### src/rtl/load_store_unit.sv
// ---------------------------------------------------------------------------
// load_store_unit
//
// Multi-cycle load/store unit sitting between the datapath and a req/ack
// data-memory bus. It builds byte enables, replicates store data across the
// lanes, extracts and extends load data, traps misaligned or illegal
// accesses, and raises Stall so PC and regfile hold until the access is done.
// Byte order is big-endian: byte offset 0 is bits [31:24].
//
// Sequence: IDLE -> ACCESS -> DONE -> IDLE. The shortest access takes three
// cycles: one stalled IDLE cycle, one ACCESS cycle with an immediate ack,
// then one DONE cycle in which Stall is low and ReadData is valid.
//
// Optional feature macro: LSU_TIMEOUT_EN
//   defined   : ACCESS aborts after TIMEOUT_CYCLES cycles without BusAck.
//               ReadData is ERR_DATA for a load (0 for a store) and BusError
//               pulses for one cycle.
//   undefined : ACCESS waits for BusAck indefinitely and BusError is tied 0.
//
// Parameters
//   TIMEOUT_CYCLES  ACCESS cycles allowed before abort (LSU_TIMEOUT_EN only)
//   ERR_DATA        ReadData returned for a load that timed out
//
// Ports
//   Clk, Reset      clock; synchronous active-high reset
//   Addr            effective address from the ALU
//   WriteData       store data (rt)
//   MemRead         load request
//   MemWrite        store request; wins over MemRead
//   BHW             access size: 0 byte, 1 half, 2 word, 3 illegal
//   ExtendSign      1 sign-extends byte/half loads, 0 zero-extends
//   ReadData        load result, valid in the DONE cycle
//   Stall           freezes PC and regfile write
//   AddrError       one-cycle pulse after a misaligned or illegal request
//   BusError        one-cycle pulse after a bus timeout
//   BusReq, BusWe   registered bus request and write strobe
//   BusAddr         word-aligned bus address
//   BusBE           byte enables, bit 3 = lane [31:24]
//   BusWData        lane-replicated store data
//   BusRData        bus read data, taken together with BusAck
//   BusAck          transfer complete; ignored outside ACCESS
// ---------------------------------------------------------------------------
module load_store_unit #(
    parameter int          TIMEOUT_CYCLES = 255,
    parameter logic [31:0] ERR_DATA       = 32'hDEADBEEF
) (
    input  logic        Clk,
    input  logic        Reset,
    input  logic [31:0] Addr,
    input  logic [31:0] WriteData,
    input  logic        MemRead,
    input  logic        MemWrite,
    input  logic [1:0]  BHW,
    input  logic        ExtendSign,
    output logic [31:0] ReadData,
    output logic        Stall,
    output logic        AddrError,
    output logic        BusError,
    output logic        BusReq,
    output logic        BusWe,
    output logic [31:0] BusAddr,
    output logic [3:0]  BusBE,
    output logic [31:0] BusWData,
    input  logic [31:0] BusRData,
    input  logic        BusAck
);

    typedef enum logic [1:0] {
        IDLE   = 2'd0,
        ACCESS = 2'd1,
        DONE   = 2'd2
    } state_t;

    state_t      state_q, state_d;
    logic [31:0] read_data_q, read_data_d;
    logic        addr_err_q, addr_err_d;
    logic        bus_req_q, bus_req_d;
    logic        bus_we_q, bus_we_d;
    logic [31:0] bus_addr_q, bus_addr_d;
    logic [3:0]  bus_be_q, bus_be_d;
    logic [31:0] bus_wdata_q, bus_wdata_d;
    // Offset, size and extension are captured at start so the load can be
    // extracted after the datapath inputs have moved on.
    logic [1:0]  off_q, off_d;
    logic [1:0]  size_q, size_d;
    logic        sext_q, sext_d;

`ifdef LSU_TIMEOUT_EN
    logic [7:0]  cnt_q, cnt_d;
    logic        bus_err_q, bus_err_d;
`else
    // Timeout parameters only matter when the timeout feature is built in.
    logic        unused_timeout_cfg;
    assign unused_timeout_cfg = ^{TIMEOUT_CYCLES, ERR_DATA};
`endif

    logic        start;
    logic        misaligned;
    logic [3:0]  be_new;
    logic [31:0] wdata_new;
    logic [7:0]  byte_lane;
    logic [15:0] half_lane;
    logic [31:0] load_val;

    // Request decode: alignment trap, byte enables and lane replication.
    always_comb begin
        start      = MemRead | MemWrite;
        misaligned = 1'b0;
        be_new     = 4'b1111;
        wdata_new  = WriteData;
        case (BHW)
            2'd0: begin
                be_new    = 4'b1000 >> Addr[1:0];
                wdata_new = {4{WriteData[7:0]}};
            end
            2'd1: begin
                misaligned = Addr[0];
                be_new     = Addr[1] ? 4'b0011 : 4'b1100;
                wdata_new  = {2{WriteData[15:0]}};
            end
            2'd2: begin
                misaligned = (Addr[1:0] != 2'b00);
            end
            default: begin
                misaligned = 1'b1;
            end
        endcase
    end

    // Load extraction from the bus data using the offset/size captured at start.
    always_comb begin
        byte_lane = BusRData[31:24];
        case (off_q)
            2'd0: byte_lane = BusRData[31:24];
            2'd1: byte_lane = BusRData[23:16];
            2'd2: byte_lane = BusRData[15:8];
            default: byte_lane = BusRData[7:0];
        endcase
        half_lane = off_q[1] ? BusRData[15:0] : BusRData[31:16];
        case (size_q)
            2'd0:    load_val = {{24{sext_q & byte_lane[7]}}, byte_lane};
            2'd1:    load_val = {{16{sext_q & half_lane[15]}}, half_lane};
            default: load_val = BusRData;
        endcase
    end

    // Stall is combinational so the very cycle a good request appears in IDLE
    // already freezes the pipeline; a trapped request never stalls.
    always_comb begin
        Stall = ((state_q == IDLE) && start && !misaligned) || (state_q == ACCESS);
    end

    // Next-state and next-register computation for the whole unit.
    always_comb begin
        state_d     = state_q;
        read_data_d = read_data_q;
        addr_err_d  = 1'b0;
        bus_req_d   = bus_req_q;
        bus_we_d    = bus_we_q;
        bus_addr_d  = bus_addr_q;
        bus_be_d    = bus_be_q;
        bus_wdata_d = bus_wdata_q;
        off_d       = off_q;
        size_d      = size_q;
        sext_d      = sext_q;
`ifdef LSU_TIMEOUT_EN
        cnt_d       = cnt_q;
        bus_err_d   = 1'b0;
`endif
        case (state_q)
            IDLE: begin
                if (start) begin
                    if (misaligned) begin
                        addr_err_d  = 1'b1;
                        read_data_d = 32'd0;
                    end else begin
                        state_d     = ACCESS;
                        bus_req_d   = 1'b1;
                        bus_we_d    = MemWrite;
                        bus_addr_d  = {Addr[31:2], 2'b00};
                        bus_be_d    = be_new;
                        bus_wdata_d = wdata_new;
                        off_d       = Addr[1:0];
                        size_d      = BHW;
                        sext_d      = ExtendSign;
`ifdef LSU_TIMEOUT_EN
                        cnt_d       = 8'd0;
`endif
                    end
                end
            end
            ACCESS: begin
                if (BusAck) begin
                    state_d     = DONE;
                    bus_req_d   = 1'b0;
                    read_data_d = bus_we_q ? 32'd0 : load_val;
                end
`ifdef LSU_TIMEOUT_EN
                // The counter holds the number of ACCESS cycles already spent,
                // so the abort happens at the end of the TIMEOUT_CYCLES-th one.
                else if (cnt_q == 8'(TIMEOUT_CYCLES - 1)) begin
                    state_d     = DONE;
                    bus_req_d   = 1'b0;
                    read_data_d = bus_we_q ? 32'd0 : ERR_DATA;
                    bus_err_d   = 1'b1;
                end else begin
                    cnt_d = cnt_q + 8'd1;
                end
`endif
            end
            DONE: begin
                state_d = IDLE;
            end
            default: begin
                state_d = IDLE;
            end
        endcase
    end

    // All state registers; reset aborts any access in flight without retry.
    always_ff @(posedge Clk) begin
        if (Reset) begin
            state_q     <= IDLE;
            read_data_q <= 32'd0;
            addr_err_q  <= 1'b0;
            bus_req_q   <= 1'b0;
            bus_we_q    <= 1'b0;
            bus_addr_q  <= 32'd0;
            bus_be_q    <= 4'd0;
            bus_wdata_q <= 32'd0;
            off_q       <= 2'd0;
            size_q      <= 2'd0;
            sext_q      <= 1'b0;
`ifdef LSU_TIMEOUT_EN
            cnt_q       <= 8'd0;
            bus_err_q   <= 1'b0;
`endif
        end else begin
            state_q     <= state_d;
            read_data_q <= read_data_d;
            addr_err_q  <= addr_err_d;
            bus_req_q   <= bus_req_d;
            bus_we_q    <= bus_we_d;
            bus_addr_q  <= bus_addr_d;
            bus_be_q    <= bus_be_d;
            bus_wdata_q <= bus_wdata_d;
            off_q       <= off_d;
            size_q      <= size_d;
            sext_q      <= sext_d;
`ifdef LSU_TIMEOUT_EN
            cnt_q       <= cnt_d;
            bus_err_q   <= bus_err_d;
`endif
        end
    end

    assign ReadData  = read_data_q;
    assign AddrError = addr_err_q;
    assign BusReq    = bus_req_q;
    assign BusWe     = bus_we_q;
    assign BusAddr   = bus_addr_q;
    assign BusBE     = bus_be_q;
    assign BusWData  = bus_wdata_q;
`ifdef LSU_TIMEOUT_EN
    assign BusError  = bus_err_q;
`else
    assign BusError  = 1'b0;
`endif

endmodule

### config.mk
export PLATFORM = sky130hd
export DESIGN_NAME = load_store_unit
export DESIGN_NICKNAME = d
export VERILOG_FILES = /design/src/rtl/load_store_unit.sv
export SDC_FILE = /design/constraint.sdc
export NUM_CORES = 1
export LEC_CHECK = 0
export BUFFER_PORTS_ARGS = -buffer_cell sky130_fd_sc_hd__buf_2
export CAP_MARGIN = 20
export CORE_MARGIN = 2
export CORE_UTILIZATION = 43
export CTS_CLUSTER_DIAMETER = 40
export DETAILED_ROUTE_END_ITERATION = 8
export PLACE_DENSITY = 0.81
export SYNTH_ARGS = -nofsm -noshare
export SYNTH_HDL_FRONTEND = slang
export SYNTH_SLANG_ARGS = --single-unit
### constraint.sdc
create_clock -name Clk -period 1.8 [get_ports Clk]
set_input_delay 0 -clock Clk [delete_from_list [all_inputs] [get_ports Clk]]
set_output_delay 0 -clock Clk [all_outputs]
set_load 0.05 [all_outputs]
==> results of run 1 <==
[critical path, stage by stage]
cell and delay (ps):
dlygate4sd3_1 560, buf_2 170, nor3_1 250, o221a_2 310, buf_6 250, nor2_1 100
a211oi_1 370
[power breakdown]
| group | leakage [nW] | switching, mW | internal (mW) |
|---|---|---|---|
| Sequential | 0.882 | 0.0847 | 2.53 |
| Combinational | 2.14 | 1.13 | 0.589 |
| Clock | 0.100 | 0.805 | 0.682 |
[final cells by class]
cell class | count | area [µm²] | area share (%)
Multi-Input combinational cell | 394 | 2300 | 32.8
Sequential cell | 108 | 2160 | 30.8
Clock inverter | 4 | 48.8 | 0.696
Inverter | 7 | 26.3 | 0.375
Tap cell | 140 | 175 | 2.50
Timing Repair Buffer | 320 | 2160 | 30.8
Clock buffer | 12 | 145 | 2.07
[stage by stage]
stage | power [mW] | setup WS (ps) | utilization, % | hold slack [ps] | area (µm²)
3_5_place_dp | 4.17 | 30.4 | 54.8 | 250 | 5890
5_1_grt | 6.07 | 2.50 | 65.3 | 6.36 | 7010
4_1_cts | 5.79 | 2.21 | 64.8 | 0.374 | 6970
3_3_place_gp | 4.12 | 96.8 | 54.8 | 240 | 5890
6_report | 5.83 | 20.1 | 65.3 | 20.3 | 7010
2_1_floorplan | 3.72 | 63.2 | - | 136 | 4700
[cells in the mapped netlist, drive strengths merged (7+ instances only)]
cell / number
o22ai: 7
dfxtp: 108
o2bb2ai: 22
nor2: 29
a211oi: 10
o211ai: 8
a21oi: 79
nand2: 130
mux2i: 25
or3: 7
o21ai: 15
clkbuf: 24
a2bb2oi: 7
a22o: 8
buf: 28
a311oi: 10
[placed cells by master (no fill, tap or decap), drive strengths merged, types with 3 or more instances in the layout]
cell type	count
conb	3
nor4	3
a22o	8
mux2	3
buf	231
nand2	130
mux2i	25
o211ai	8
a2bb2oi	7
inv	6
dfxtp	108
nor2	29
a311o	6
a21oi	79
clkbuf	13
o22ai	7
or3	7
dlygate4sd3	88
a311oi	10
o2bb2ai	22
a211oi	10
o21ai	15
clkinv	4
[routing by layer]
metal / vias to the layer above / share of wire [%] / wire [µm] / track usage [%]
met2: 327 / 49 / 8230 / 46.6
met5: - / 0 / 0 / 0
met1: 2511 / 39 / 6430 / 32.8
li1: 2536 / - / - / -
met3: 66 / 8.1 / 1340 / 5.67
met4: 0 / 4.0 / 665 / 15.4
[what timing repair did]
action,4_1_cts,5_1_grt
endpoints found under the setup margin,0,19
endpoints found under the hold margin,89,0
gates resized for setup,0,7
hold buffers,88,0
setup buffers,0,3
[cells by family after synthesis]
logic type,count (synthesis)
simple gates,180
flops,108
other cells,1
buf+inv,59
compound gates,182
mux,29
[sequential cells by signal, indices dropped and copies added (netlist names)]
signal     count
BusWData      32
ReadData      32
BusAddr       30
BusBE          4
off_q          2
size_q         2
state_q        2
AddrError      1
BusReq         1
BusWe          1
sext_q         1
[final timing paths]
check                             from                        end  slack [ps]  depth (start not counted)
max                             BHW[0]  BusWData[22]$_SDFFE_PP0P_          20                          7
max reg2reg      off_q[0]$_SDFFE_PP0P_  ReadData[25]$_SDFFE_PP0P_          50                          5
min reg2reg  BusWData[25]$_SDFFE_PP0P_  BusWData[25]$_SDFFE_PP0P_         460                          2
min                      WriteData[19]  BusWData[19]$_SDFFE_PP0P_          20                          3
==> impl_metrics.yaml, run 1 <==
status:
  status: "finished, final reports clean"
sta:
  setup_tns_ps: 0
  setup_viol: 0
  clock.fmax_ghz: 0.562
  worstMarginPinSlew_ps: 986
  period_needed_ps: 1780
  final-hold-violation-count: 0
  rsz0062_at_grt: "false"
  slew_headroom_pct: 34.1
  slew_violations: 0
  finalCritPeriodShare_pct: 98.9
  finClkSkew_ps: 8.62
drt:
  ant_nets: 0
  drt-total-wl_um: 16700
  drc_errors: 0
  wire_per_inst_um: 16.9
  firstDrtPassIters: 5
  vias: 5440
  routed_via_density: 5.52
  drtIter0Drc: 366
yosys:
  synth_compound_area_share_pct: 26.0
  syn_avg_cell_area_um2: 8.40
  netlist_area_um2: 4690
  synthMuxAreaShare_pct: 6.53
  synth_top_area_share_pct: 46.1
  synth_cell_types: 45
  synth_edf_count: 0
  synth_ff_type: "dfxtp_1"
  yosys-top-cells-area: "dfxtp_1, nand2_1, a21oi_1, mux2i_1, o2bb2ai_1"
  synthSimpleGateAreaFrac_pct: 15.5
  synth_top_area_cell: "dfxtp_1"
  synth_top_family_by_area: "compound AO/OA/AOI/OAI gates"
  synth_cells: 559
  synthAdderAreaFrac_pct: 0
  synthArstFlopShare_pct: 0
  synth-xor-area-share_pct: 0
  synth-seq-cells: 108
  synth_warnings: 0
  ys_seq_area_share_pct: 46.1
worst_setup_path:
  endpoint_kind: "flip-flop"
  startpoint_type: "input pin"
  worst-setup-path-type: "in -> reg"
  worstPathArrival_ps: 2020
  crit_required_ps: 2040
  cp_max_fo: 28
grt:
  grt_max_degree: 77
  antenna_found_initial: 0
  grtUsageTotal_pct: 27.7
  grt_pass1_vias: 5291
  overflow: 0
  grt_pass1_wl_um: 25800
finish:
  syn2layout_area_growth_pct: 49.4
  diodes: 0
  nets: 944
  drive_above_1_share_pct: 30.3
  fill_cells: 843
  final_cell_count_no_fill: 985
die:
  row_count: 38
  start_util_pct: 43.7
  die_y_um: 108
  die_x_um: 108
  dieArea_um2: 11800
  pin_count: 209
  fp.coreArea_um2: 10700
placed_design:
  io_buffers: 205
  hpwl_um: 10200
  place.gp.congestion: 0.951
  dp_cells: 878
cts:
  cts_tree: "done"
  root_buffer: "clkbuf_8"
  numCtsBuffers: 9
  insertion_delay_ps: 370
  ctsHtreeMaxLevel: 3
  clk_path_buf_depth: 2
  path_clk_slew_ps: 100
  clock_sinks: 108
job:
  maxCapViolCount: 0
worst_hold_path:
  hold_path_class: "in -> reg"
power:
  p_per_area_nw_per_um2: 831
  power.leakage_nw: 3.12
  vdd_drop_max_mv: 0.585
(Power assumes the default switching activity.)
==> inputs of run 2 (changes only) <==
--- a/config.mk
+++ b/config.mk
@@ -7,11 +7,14 @@
 export LEC_CHECK = 0
 export BUFFER_PORTS_ARGS = -buffer_cell sky130_fd_sc_hd__buf_2
 export CAP_MARGIN = 20
+export CELL_PAD_IN_SITES_DETAIL_PLACEMENT = 1
+export CELL_PAD_IN_SITES_GLOBAL_PLACEMENT = 1
 export CORE_MARGIN = 2
-export CORE_UTILIZATION = 43
+export CORE_UTILIZATION = 30
 export CTS_CLUSTER_DIAMETER = 40
+export CTS_CLUSTER_SIZE = 10
 export DETAILED_ROUTE_END_ITERATION = 8
-export PLACE_DENSITY = 0.81
+export PLACE_DENSITY = 0.8
 export SYNTH_ARGS = -nofsm -noshare
 export SYNTH_HDL_FRONTEND = slang
 export SYNTH_SLANG_ARGS = --single-unit
==> impl_metrics.yaml, run 2 (synthesis gave the netlist of run 1 again) <==
grt:
  grt_use_met2_pct: 38.5
  grt_max_degree: 77
  antenna_found_initial: 3
  busiest_layer: "met2"
  grtUsageTotal_pct: 22.5
  overflow: 0
  globalRouteMet3Util_pct: 5.24
  grt_pass1_vias: 5492
  use_met1_pct: 27.0
  grt_pass1_wl_um: 29300
worst_setup_path:
  crit_chain: "nor2_1 -> buf_4 -> o221a_4 -> buf_6 -> nor2_1 -> a311oi_2"
  crit_required_ps: 2030
  cp_max_fo: 15
  worstPathArrival_ps: 1950
  cpMostUsedCell: "nor2_1"
  startpoint_type: "flip-flop"
  path_buf_inv: 2
  cp_top_family: "compound AO/OA/AOI/OAI gates"
  worst-setup-path-type: "reg -> reg"
  max_stage_delay_ps: 350
  endpoint_kind: "flip-flop"
  critical_path.slowest_cell: "a311oi_2"
finish:
  mostFrequentLayoutCells: "buf_2, nand2_1, dfxtp_1"
  mostFrequentLayoutCell: "buf_2"
  nets: 927
  drive_above_1_share_pct: 30.4
  syn2layout_area_growth_pct: 50.2
  final_cell_count_no_fill: 1039
cts:
  root_buffer: "clkbuf_16"
  clk_path_buf_depth: 2
  insertion_delay_ps: 350
  numCtsBuffers: 9
  cts_tree: "done"
  path_clk_slew_ps: 70
  ctsHtreeMaxLevel: 3
  clock_sinks: 108
  cts_setup_buffers: 0
die:
  die_y_um: 129
  fp.coreArea_um2: 15300
  pin_count: 209
  row_count: 45
  dieArea_um2: 16700
  start_util_pct: 30.8
  die_x_um: 129
sta:
  setup_tns_ps: 0
  period_needed_ps: 1720
  clock.fmax_ghz: 0.580
  rsz0062_at_grt: "false"
  slew_violations: 0
  worstMarginPinSlew_ps: 1020
  setup_viol: 0
  slew_headroom_pct: 32.0
  final-hold-violation-count: 0
  finalCritPeriodShare_pct: 95.8
  hold_ws_ps: 18.8
  finClkSkew_ps: 6.60
drt:
  drc_errors: 0
  drtIter0Drc: 268
  drt-total-wl_um: 19000
  vias: 5287
  ant_nets: 0
  wire_per_inst_um: 18.3
  firstDrtPassIters: 4
  routed_via_density: 5.09
power:
  power.leakage_nw: 3.08
  switching_share_pct: 34.8
  seqPwrFrac_pct: 42.3
  power.internal_mw: 4.03
  power_frac_comb_pct: 28.1
  pwr-share-clk_pct: 29.6
  p_per_area_nw_per_um2: 877
  p_switching_mw: 2.15
  vdd_drop_max_mv: 0.476
placed_design:
  dp_cells: 946
  io_buffers: 205
  place.gp.congestion: 0.826
  hpwl_um: 11800
worst_hold_path:
  hold_path_class: "in -> reg"
status:
  status: "finished, final reports clean"
job:
  maxCapViolCount: 0
==> run 2: cell types whose count changed in the layout (fill, tap and decap cells not counted), sizes merged <==
cell         change
buf              -5
bufinv           -1
clkbuf           -4
dlygate4sd3     -11
inv              +2
clkinv           -1
diode            +3
==> run 2: worst paths after layout <==
path         slack (ps)  cells after the start                     start                         to
min reg2reg         450                      2  BusAddr[24]$_SDFFE_PP0P_   BusAddr[24]$_SDFFE_PP0P_
min                  20                      4               BusRData[3]   ReadData[3]$_SDFFE_PP0P_
max                  80                      6   state_q[0]$_SDFFE_PP0P_  BusWData[10]$_SDFFE_PP0P_
max reg2reg          80                      6   state_q[0]$_SDFFE_PP0P_  BusWData[10]$_SDFFE_PP0P_
==> run 2: worst reg2reg max path, delay by kind of cell (launching register included) <==
family          cells  cell delay (ps)
simple gates        2              220
flops               1              330
compound gates      2              690
buf+inv             2              370
==> run 2: through the flow <==
step / area, µm² / util, % / setup WS [ps] / total power [mW]
after CTS: 7030 / 46.1 / 59.1 / 6.19
after floorplan: 4700 / - / 63.2 / 3.72
final: 7050 / 46.2 / 76.3 / 6.18
after global routing: 7050 / 46.2 / 13.2 / 6.45
after detailed placement: 6000 / 39.4 / 66.9 / 4.22
after global placement: 6000 / 39.4 / 130 / 4.20
==> run 2: power groups by stage <==
stage                     registers [mW]  logic [mW]  clock network (mW)
final                               2.62        1.74                1.83
after global routing                2.63        1.85                1.97
after CTS                           2.61        1.69                1.89
after detailed placement            2.66        1.56                   0
after global placement              2.66        1.54                   0
after floorplan                     3.13       0.589                   0
==> run 2: repair_timing <==
action	in CTS	in global routing
endpoints found under the hold margin	78	0
gates resized for setup	0	5
endpoints found under the setup margin	0	23
hold buffers	77	0
==> run 2: routing by layer <==
metal	wire length, µm	share of wire [%]
met2	9580	50
met3	1100	5.7
met4	608	3.2
met5	0	0
met1	7760	41
==> run 2: cell type report <==
class	count	area, µm²
timing repair buffer	303	2030
fill	1855	8210
tap	211	264
sequential	108	2160
inverter	7	26.3
clock buffer	9	225
antenna	3	7.51
clock inverter	4	27.5
multi-input combinational	394	2300
==> inputs of run 3 (changes only) <==
--- a/config.mk
+++ b/config.mk
@@ -11,10 +11,11 @@
 export CELL_PAD_IN_SITES_GLOBAL_PLACEMENT = 1
 export CORE_MARGIN = 2
 export CORE_UTILIZATION = 30
-export CTS_CLUSTER_DIAMETER = 40
 export CTS_CLUSTER_SIZE = 10
 export DETAILED_ROUTE_END_ITERATION = 8
 export PLACE_DENSITY = 0.8
+export SETUP_SLACK_MARGIN = 0.15
+export SKIP_LAST_GASP = 1
 export SYNTH_ARGS = -nofsm -noshare
 export SYNTH_HDL_FRONTEND = slang
 export SYNTH_SLANG_ARGS = --single-unit
==> impl_metrics.yaml, run 3 (synthesis gave the netlist of run 1 again) <==
status:
  status: "finished, final reports clean"
power:
  vdd_drop_max_mv: 0.494
  p_per_area_nw_per_um2: 879
  power.leakage_nw: 3.14
  p_total_mw: 6.32
finish:
  syn2layout_area_growth_pct: 53.1
  utilization_pct: 47.1
  drive_above_1_share_pct: 31.1
  fill_cells: 1830
  nets: 932
  mostFrequentLayoutCell: "buf_2"
  final_cell_count_no_fill: 1048
  fin_area_um2: 7190
  mostFrequentLayoutCells: "buf_2, nand2_1, dfxtp_1"
placed_design:
  hpwl_um: 11600
  dpl_cell_area_um2: 5990
  place.gp.congestion: 0.860
  dp_cells: 944
  pre_cts_slack_ps: 89.4
  io_buffers: 205
grt:
  grt_pass1_vias: 5450
  grt_use_met2_pct: 37.2
  overflow: 0
  globalRouteMet3Util_pct: 5.12
  antenna_found_initial: 4
  grt_max_degree: 77
  grtUsageTotal_pct: 21.6
  busiest_layer: "met2"
  grt_pass1_wl_um: 28500
  use_met1_pct: 25.6
sta:
  finalCritPeriodShare_pct: 94.5
  rsz0062_at_grt: "true"
  fin_ws_ps: 99.5
  hold_ws_ps: 7.06
  period_needed_ps: 1700
  setup_tns_ps: 0
  setup_viol: 0
  final-hold-violation-count: 0
  slew_violations: 0
  finClkSkew_ps: 4.46
  worstMarginPinSlew_ps: 995
  clock.fmax_ghz: 0.588
  slew_headroom_pct: 33.5
die:
  die_y_um: 129
  row_count: 45
  fp.coreArea_um2: 15300
  die_x_um: 129
  pin_count: 209
  dieArea_um2: 16700
  start_util_pct: 30.8
worst_setup_path:
  r2r_slack_ps: 100
  reg2reg_to: "ReadData[19]$_SDFFE_PP0P_"
  worst-setup-path-type: "reg -> reg"
  crit_required_ps: 2040
  startpoint_type: "flip-flop"
  worstSetupStartpoint: "off_q[0]$_SDFFE_PP0P_"
  worstReg2RegStart: "off_q[0]$_SDFFE_PP0P_"
  worstPathArrival_ps: 1940
  crit_end: "ReadData[19]$_SDFFE_PP0P_"
  endpoint_kind: "flip-flop"
  r2r_cells: 5
  cp_max_fo: 16
cts:
  numCtsBuffers: 9
  root_buffer: "clkbuf_16"
  insertion_delay_ps: 350
  path_clk_slew_ps: 80
  ctsHtreeMaxLevel: 3
  clock_sinks: 108
  clk_path_buf_depth: 2
  cts_tree: "done"
drt:
  drtIter0Drc: 299
  routed_via_density: 5.00
  vias: 5245
  drt-total-wl_um: 18600
  wire_per_inst_um: 17.8
  drc_errors: 0
  ant_nets: 0
  firstDrtPassIters: 4
worst_hold_path:
  worstHoldStart: "BusRData[24]"
  hold_path_class: "in -> reg"
job:
  maxCapViolCount: 0
==> run 3: worst max-delay path: stages (launching register included) <==
cell	delay [ps]
dfxtp_4	400
mux2_4	310
mux4_2	490
o21ai_4	170
buf_12	160
o2bb2ai_1	70
==> run 3: report_power, final <==
group	switching (mW)	internal [mW]
clock	0.969	0.963
sequential	0.0808	2.53
combinational	1.16	0.610
==> run 3: layout make-up <==
class | count | area (µm²) | area share [%]
diodes | 4 | 10.0 | 0.139
clock buffers | 9 | 225 | 3.13
clock inverters | 7 | 61.3 | 0.853
inverters | 7 | 26.3 | 0.366
multi-input cells | 394 | 2320 | 32.3
flip-flops and latches | 108 | 2170 | 30.1
well taps | 211 | 264 | 3.67
repair buffers | 308 | 2110 | 29.4
==> run 3: worst min-delay path by stage <==
| stage | to | slack, ps | depth (start not counted) |
|---|---|---|---|
| 5_1_grt | ReadData[6]$_SDFFE_PP0P_ | 20 | 3 |
| 4_1_cts | ReadData[6]$_SDFFE_PP0P_ | 0.7 | 3 |
| 6_report | ReadData[24]$_SDFFE_PP0P_ | 7 | 3 |
| 3_3_place_gp | BusAddr[13]$_SDFFE_PP0P_ | 240 | 3 |
| 3_5_place_dp | BusAddr[4]$_SDFFE_PP0P_ | 250 | 3 |
| 2_1_floorplan | off_q[0]$_SDFFE_PP0P_ | 130 | 2 |
==> run 3: routing by layer <==
metal  up-vias  routed length, µm
met3        48               1060
met5         -                  0
li1       2529                  -
met2       183               9160
met1      2485               7710
met4         0                682
==> run 3: repair_timing <==
action,in CTS,in global routing
endpoints found under the hold margin,79,0
pin swaps,2,0
setup buffers,3,1
resized for setup,1,6
gates cloned,0,2
endpoints found under the setup margin,25,82
hold buffers,78,0
